--- config.mk ---
export PLATFORM = sky130hd
export DESIGN_NAME = mem_access_unit
export DESIGN_NICKNAME = d
export VERILOG_FILES = /design/src/rtl/mem_access_unit.sv
export SDC_FILE = /design/constraint.sdc
export NUM_CORES = 1
export LEC_CHECK = 0
export CAP_MARGIN = 20
export CORE_ASPECT_RATIO = 0.5
export CORE_MARGIN = 10
export CORE_UTILIZATION = 41
export CTS_CLUSTER_SIZE = 10
export DETAILED_ROUTE_END_ITERATION = 10
export PLACE_DENSITY = 0.81
export RECOVER_POWER = 50
export SYNTH_ARGS = -nofsm -noshare
export SYNTH_HDL_FRONTEND = slang
export SYNTH_SLANG_ARGS = --single-unit
--- constraint.sdc ---
create_clock -name i_clk -period 2 [get_ports i_clk]
set_clock_uncertainty 0.2 [all_clocks]
set_input_delay 0.6 -clock i_clk [delete_from_list [all_inputs] [get_ports i_clk]]
set_output_delay 0.6 -clock i_clk [all_outputs]
set_load 0.01 [all_outputs]
--- src/rtl/mem_access_unit.sv ---
// mem_access_unit: one-at-a-time load/store unit driving the MFA/MFC RAM handshake.
// Define MAU_TIMEOUT_EN to abort accesses whose MFC does not arrive within TIMEOUT_CYC cycles.
module mem_access_unit #(
  parameter int DATA_W      = 32,
  parameter int ADDR_W      = 8,
  parameter int TIMEOUT_CYC = 16
) (
  input  logic              i_clk,
  input  logic              i_clr_n,
  input  logic              i_req,
  input  logic              i_rw,
  input  logic [1:0]        i_size,
  input  logic              i_sgn,
  input  logic [ADDR_W-1:0] i_addr,
  input  logic [DATA_W-1:0] i_wdata,
  output logic              o_busy,
  output logic              o_done,
  output logic              o_fault,
  output logic [DATA_W-1:0] o_rdata,
  output logic              o_mem_mfa,
  output logic              o_mem_rw,
  output logic [ADDR_W-1:0] o_mem_addr,
  output logic [1:0]        o_mem_size,
  output logic [DATA_W-1:0] o_mem_wdata,
  input  logic [DATA_W-1:0] i_mem_rdata,
  input  logic              i_mem_mfc
);
  typedef enum logic [1:0] {IDLE, WAIT, RESP} state_t;
  state_t r_state, w_next;
  logic              r_sgn, r_fault, w_fault, w_tmo, w_sbit;
  logic [DATA_W-1:0] w_mask_w, w_mask_r, w_ext;

  function automatic logic [DATA_W-1:0] f_mask(input logic [1:0] sz);
    return sz == 2'd0 ? DATA_W'(8'hFF) :
           sz == 2'd1 ? DATA_W'(16'hFFFF) :
           sz == 2'd2 ? DATA_W'(32'hFFFF_FFFF) : {DATA_W{1'b1}};
  endfunction

  assign w_mask_w = f_mask(i_size);
  assign w_mask_r = f_mask(o_mem_size);
  assign w_fault  = (i_size == 2'd3 && DATA_W == 32) |
                    (i_size == 2'd1 && i_addr[0]) |
                    (i_size == 2'd2 && |i_addr[1:0]) |
                    (i_size == 2'd3 && |i_addr[2:0]);
  assign w_sbit   = r_sgn & (o_mem_size == 2'd0 ? i_mem_rdata[7] :
                             o_mem_size == 2'd1 ? i_mem_rdata[15] :
                             o_mem_size == 2'd2 ? i_mem_rdata[31] : i_mem_rdata[DATA_W-1]);
  // Bits outside the transfer are replaced by the sign (or zero) fill.
  assign w_ext    = (i_mem_rdata & w_mask_r) | ({DATA_W{w_sbit}} & ~w_mask_r);

`ifdef MAU_TIMEOUT_EN
  localparam int CW = $clog2(TIMEOUT_CYC);
  logic [CW-1:0] r_cnt;
  assign w_tmo = (r_cnt == CW'(TIMEOUT_CYC - 1)) & ~i_mem_mfc;
  always_ff @(posedge i_clk or negedge i_clr_n)
    if (!i_clr_n) r_cnt <= '0;
    else if (r_state != WAIT) r_cnt <= '0;
    else if (!i_mem_mfc) r_cnt <= r_cnt + 1'b1;
`else
  assign w_tmo = 1'b0 && (TIMEOUT_CYC > 0);
`endif

  always_comb begin
    w_next    = r_state;
    o_busy    = r_state != IDLE;
    o_done    = r_state == RESP;
    o_mem_mfa = r_state == WAIT;
    o_fault   = (r_state == RESP) & r_fault;
    unique case (r_state)
      IDLE:    w_next = i_req ? (w_fault ? RESP : WAIT) : IDLE;
      WAIT:    w_next = (i_mem_mfc | w_tmo) ? RESP : WAIT;
      default: w_next = IDLE;
    endcase
  end

  always_ff @(posedge i_clk or negedge i_clr_n)
    if (!i_clr_n) begin
      r_state     <= IDLE;
      r_sgn       <= 1'b0;
      r_fault     <= 1'b0;
      o_rdata     <= '0;
      o_mem_rw    <= 1'b0;
      o_mem_addr  <= '0;
      o_mem_size  <= '0;
      o_mem_wdata <= '0;
    end else begin
      r_state <= w_next;
      if (r_state == IDLE && i_req) begin
        o_mem_rw    <= i_rw;
        o_mem_size  <= i_size;
        r_sgn       <= i_sgn;
        o_mem_addr  <= i_addr;
        o_mem_wdata <= i_wdata & w_mask_w;
        r_fault     <= w_fault;
      end
      if (r_state == WAIT && w_tmo) r_fault <= 1'b1;
      if (r_state == WAIT && i_mem_mfc && o_mem_rw) o_rdata <= w_ext;
    end
endmodule

# Word-level counts from Yosys, hierarchy flattened
# Index checks and enable logic that the tools add are counted.
[classes]
eq_ne = 6
bitwise_logic = 10
mux = 10
n_reduce_logical = 12
[op_table]
columns = ["op", "count"]
rows = [
  ["$mux W32", 4],
  ["$and A32 B32 Y32", 3],
  ["$not A32 Y32", 1],
  ["$or A32 B32 Y32", 1],
  ["$eq A2 B1 Y1 const B", 3],
  ["$eq A2 B2 Y1 const B", 3],
  ["$logic_and A1 B1 Y1", 6],
  ["$logic_not A2 Y1", 3],
  ["$mux W2", 3],
  ["$pmux W2 S2", 1],
  ["$or A1 B1 Y1", 3],
  ["$reduce_or A3 Y1", 1],
  ["$and A1 B1 Y1", 2],
  ["$mux W1", 2],
  ["$reduce_bool A2 Y1", 1],
  ["$reduce_or A2 Y1", 1],
]
[totals]
inputBits = 80
elab_cells = 46
regBits = 79
output_inout_bits = 79

# Depth between registers and ports, before layout
[logic_depth]
word_depth = 8
ltp_mapped = 5
depth_no_buf = 3

# Worst setup path before layout
# No wires, ideal clock.
[synth_timing]
kind = "input -> register"
start = "input i_req"
end = "register o_mem_addr[2]"
t_required_ns = 1.675
slack_ns = 0.163
t_arrival_ns = 1.512
n_path_buf = 2
stages = 4
path_cell_list = "or3b_1 > buf_6 > buf_6 > mux2_4"
[synth_via]
elab_chain_len = 1
[synth_lines]
columns = ["item", "line", "text"]
rows = [
  ["from (decl)", "10", "input logic i_req,"],
  ["$logic_and A1 B1 Y1", "88", "if (r_state == IDLE && i_req) begin"],
  ["to (signal assigned)", "92", "o_mem_addr <= i_addr;"],
  ["to (decl)", "22", "output logic [ADDR_W-1:0] o_mem_addr,"],
]
# Every way passes these cells.
# A chain may end at the register's enable or synchronous reset.

# Worst setup path after layout
[layout_timing]
start = "register r_state[1]"
end = "output o_fault"
[layout_via]
elab_chain_len = 2
[layout_lines]
columns = ["item", "line", "text"]
rows = [
  ["from (decl)", "29", "state_t r_state, w_next;"],
  ["from (signal assigned)", "87", "r_state <= w_next;"],
  ["$eq A2 B2 Y1", "68", "o_fault = (r_state == RESP) & r_fault;"],
  ["$and A1 B1 Y1", "68", ""],
  ["to (decl)", "18", "output logic o_fault,"],
]
# Every way passes these cells.

==> results.yml <==
outcome:
  status: "complete, no violations"
timing:
  slew_violations: 0
  max_slew.worst_pin.slew_ns: 0.602
  fin_crit_ns: 1.99
  whs_ns: 0.273
  rsz0062_at_grt: "yes"
  setup_tns_ns: 0
  timing.final.crit_share_pct: 99.3
  maxSlewHeadroom_pct: 59.9
  fmax_mhz: 504
  setup_viol: 0
  report.final.hold_viol_count: 0
grt:
  grt_pass1_wl_mm: 15.3
  track_usage_pct: 15.3
  grt_pass1_vias: 2731
  grt_start_max_net_pins: 68
  antenna_found_initial: 0
  overflow: 0
cells_and_area:
  final.fill_count: 580
  final_cell_mix: "79 x dfrtp_1, 76 x clkdlybuf4s50_1, 75 x dlygate4sd2_1"
  fin_cells: 584
  utilization_pct: 71.6
  multi_input_area_sq_um: 1210
  syn2layout_area_growth_pct: 64.3
  layout_commonest_cell: "dfrtp_1"
  diodes: 0
  drive_gt1_share_pct: 17.0
  design_area_sq_um: 5420
  regArea_sq_um: 1980
  fin_nets: 551
synth:
  ys_types: 26
  syn_nets: 380
  syn_avg_cell_area_sq_um: 11.0
  yosysWarnings: 0
  syn_inst: 300
  synthesis.area_sq_um: 3300
  ys_seq_area_share_pct: 59.9
  synth-seq-cells: 79
placed_design:
  dp_hpwl_mm: 7.43
  gp_congestion: 0.703
  dpl_cell_area_sq_um: 5110
  dpl.cell_count: 563
  io_buffers: 158
die:
  dieArea_sq_um: 12200
  die_x_um: 147
  coreArea_sq_um: 7570
  die_h_um: 83.4
  rows: 22
  initial_core_util_pct: 43.6
  ioPinCount: 159
clock_network:
  numClockSinks: 79
  clk_path_buf_depth: 2
  numCtsBuffers: 9
  htreeDepth: 3
  path_clk_slew_ns: 0.06
  root_buffer: "clkbuf_16"
  clkLatencyLatePin_ns: 0.32
  cts_tree: "built"
route:
  drtAntennaViolNets: 0
  num_vias: 2787
  drc_errors: 0
  drt_wl_total_mm: 10.3
  viasPerCell: 4.77
  drtIter0Drc: 150
  wl_per_cell_um: 17.6
  drtPass1Iterations: 4
worst_setup_path:
  critical_path.endpoint_type: "output pin"
  startpoint_type: "flop"
  crit_fanout: 4
  setup.worst_path.class: "flop to output pin"
  critPathArrivalTime_ns: 1.19
  worstPathRequired_ns: 1.20
pwr:
  ir_worst_vdd_v: 0.000739
  p_leak_nw: 2.61
  pwr_density_cell_nw_per_um2: 1270
hold_path:
  hold_class: "flop to flop"
flow_run:
  cap_viol_max_count: 0
cell usage after synthesis, drive strengths merged:
master	number	area, sq um
and4b	1	10.0
buf	13	82.6
and2	1	6.26
inv	1	3.75
o21ai	24	120
nor4bb	1	10.0
nor2	33	124
or3b	1	8.76
a21o	2	15.0
a21oi	9	45.0
dfrtp	79	1980
mux2	29	398
o21a	8	60.1
nand2	64	240
clkbuf	10	37.5
nand3b	1	11.3
nor2b	2	12.5
or2	2	12.5
nor3	2	15.0
o2bb2ai	1	8.76
a31oi	16	100
path summary, 6_finish.rpt:
| check | start | to | slack, ns | depth (start not counted) |
|---|---|---|---|---|
| max reg2reg | r_state[0]$_DFF_PN0_ | o_mem_rw$_DFFE_PN0P_ | 0.05 | 5 |
| min reg2reg | o_mem_wdata[8]$_DFFE_PN0P_ | o_mem_wdata[8]$_DFFE_PN0P_ | 0.27 | 2 |
| min | o_mem_wdata[8]$_DFFE_PN0P_ | o_mem_wdata[8]$_DFFE_PN0P_ | 0.27 | 2 |
| min in group asynchronous | i_clr_n | o_mem_wdata[15]$_DFFE_PN0P_ | 0.46 | 2 |
| max in group asynchronous | i_clr_n | o_rdata[28]$_DFFE_PN0P_ | 0.33 | 3 |
| max | r_state[1]$_DFF_PN0_ | o_fault | 0.01 | 3 |
where the power goes:
group          internal [W]  total, W  switching, W
logic               0.00134   0.00252       0.00119
clock network       0.00122   0.00183      0.000610
registers           0.00219   0.00251      0.000323
layer usage:
| metal | GRT usage [%] | part of all wire (%) | up-vias |
|---|---|---|---|
| li1 | - | - | 1342 |
| met5 | 0 | 0 | - |
| met4 | 3.23 | 0.54 | 0 |
| met3 | 4.65 | 5.9 | 6 |
| met1 | 16.6 | 40 | 1347 |
| met2 | 28.7 | 54 | 92 |
critical path, stage by stage (launching register included):
cell	delay (ns)
dfrtp_1	0.41
nor2b_2	0.17
and2_1	0.14
buf_2	0.14
state kept, by name, indices dropped and copies added, names as in the netlist:
| signal | flops |
|---|---|
| o_mem_rw | 1 |
| o_mem_addr | 8 |
| r_fault | 1 |
| o_mem_size | 2 |
| r_state | 2 |
| r_sgn | 1 |
| o_rdata | 32 |
| o_mem_wdata | 32 |
repair_timing:
| action | CTS | global route |
|---|---|---|
| pin swaps | 0 | 1 |
| setup endpoints to repair | 114 | 38 |
| buffers inserted | 1 | 1 |
| cloned | 0 | 2 |
| hold buffers | 1 | 0 |
| gates resized for setup | 90 | 8 |
| hold endpoints to repair | 12 | 0 |
logic make-up after synthesis:
family                 after synthesis  share of synthesized area, %
flip-flops                          79                          59.9
multiplexers                        29                          12.1
buffers and inverters               24                          3.76
AND/OR/NAND/NOR                    108                          13.7
AO/OA/AOI/OAI                       60                          10.6
metrics by stage:
stage                     worst slack, ns  total power [W]
after floorplan                     0.163          0.00371
after global placement             -0.401          0.00537
after detailed placement           -0.491          0.00545
after CTS                         0.00108          0.00688
after global routing              -0.0324          0.00726
final                              0.0142          0.00686
final cells by class:
| class | instances | area share [%] |
|---|---|---|
| sequential | 79 | 36.5 |
| timing repair buffer | 183 | 32.5 |
| clock inverter | 6 | 2.01 |
| inverter | 1 | 0.0693 |
| multi-input combinational | 197 | 22.3 |
| clock buffer | 10 | 4.23 |
| tap | 108 | 2.49 |
Power figures use the tool's default switching activity.
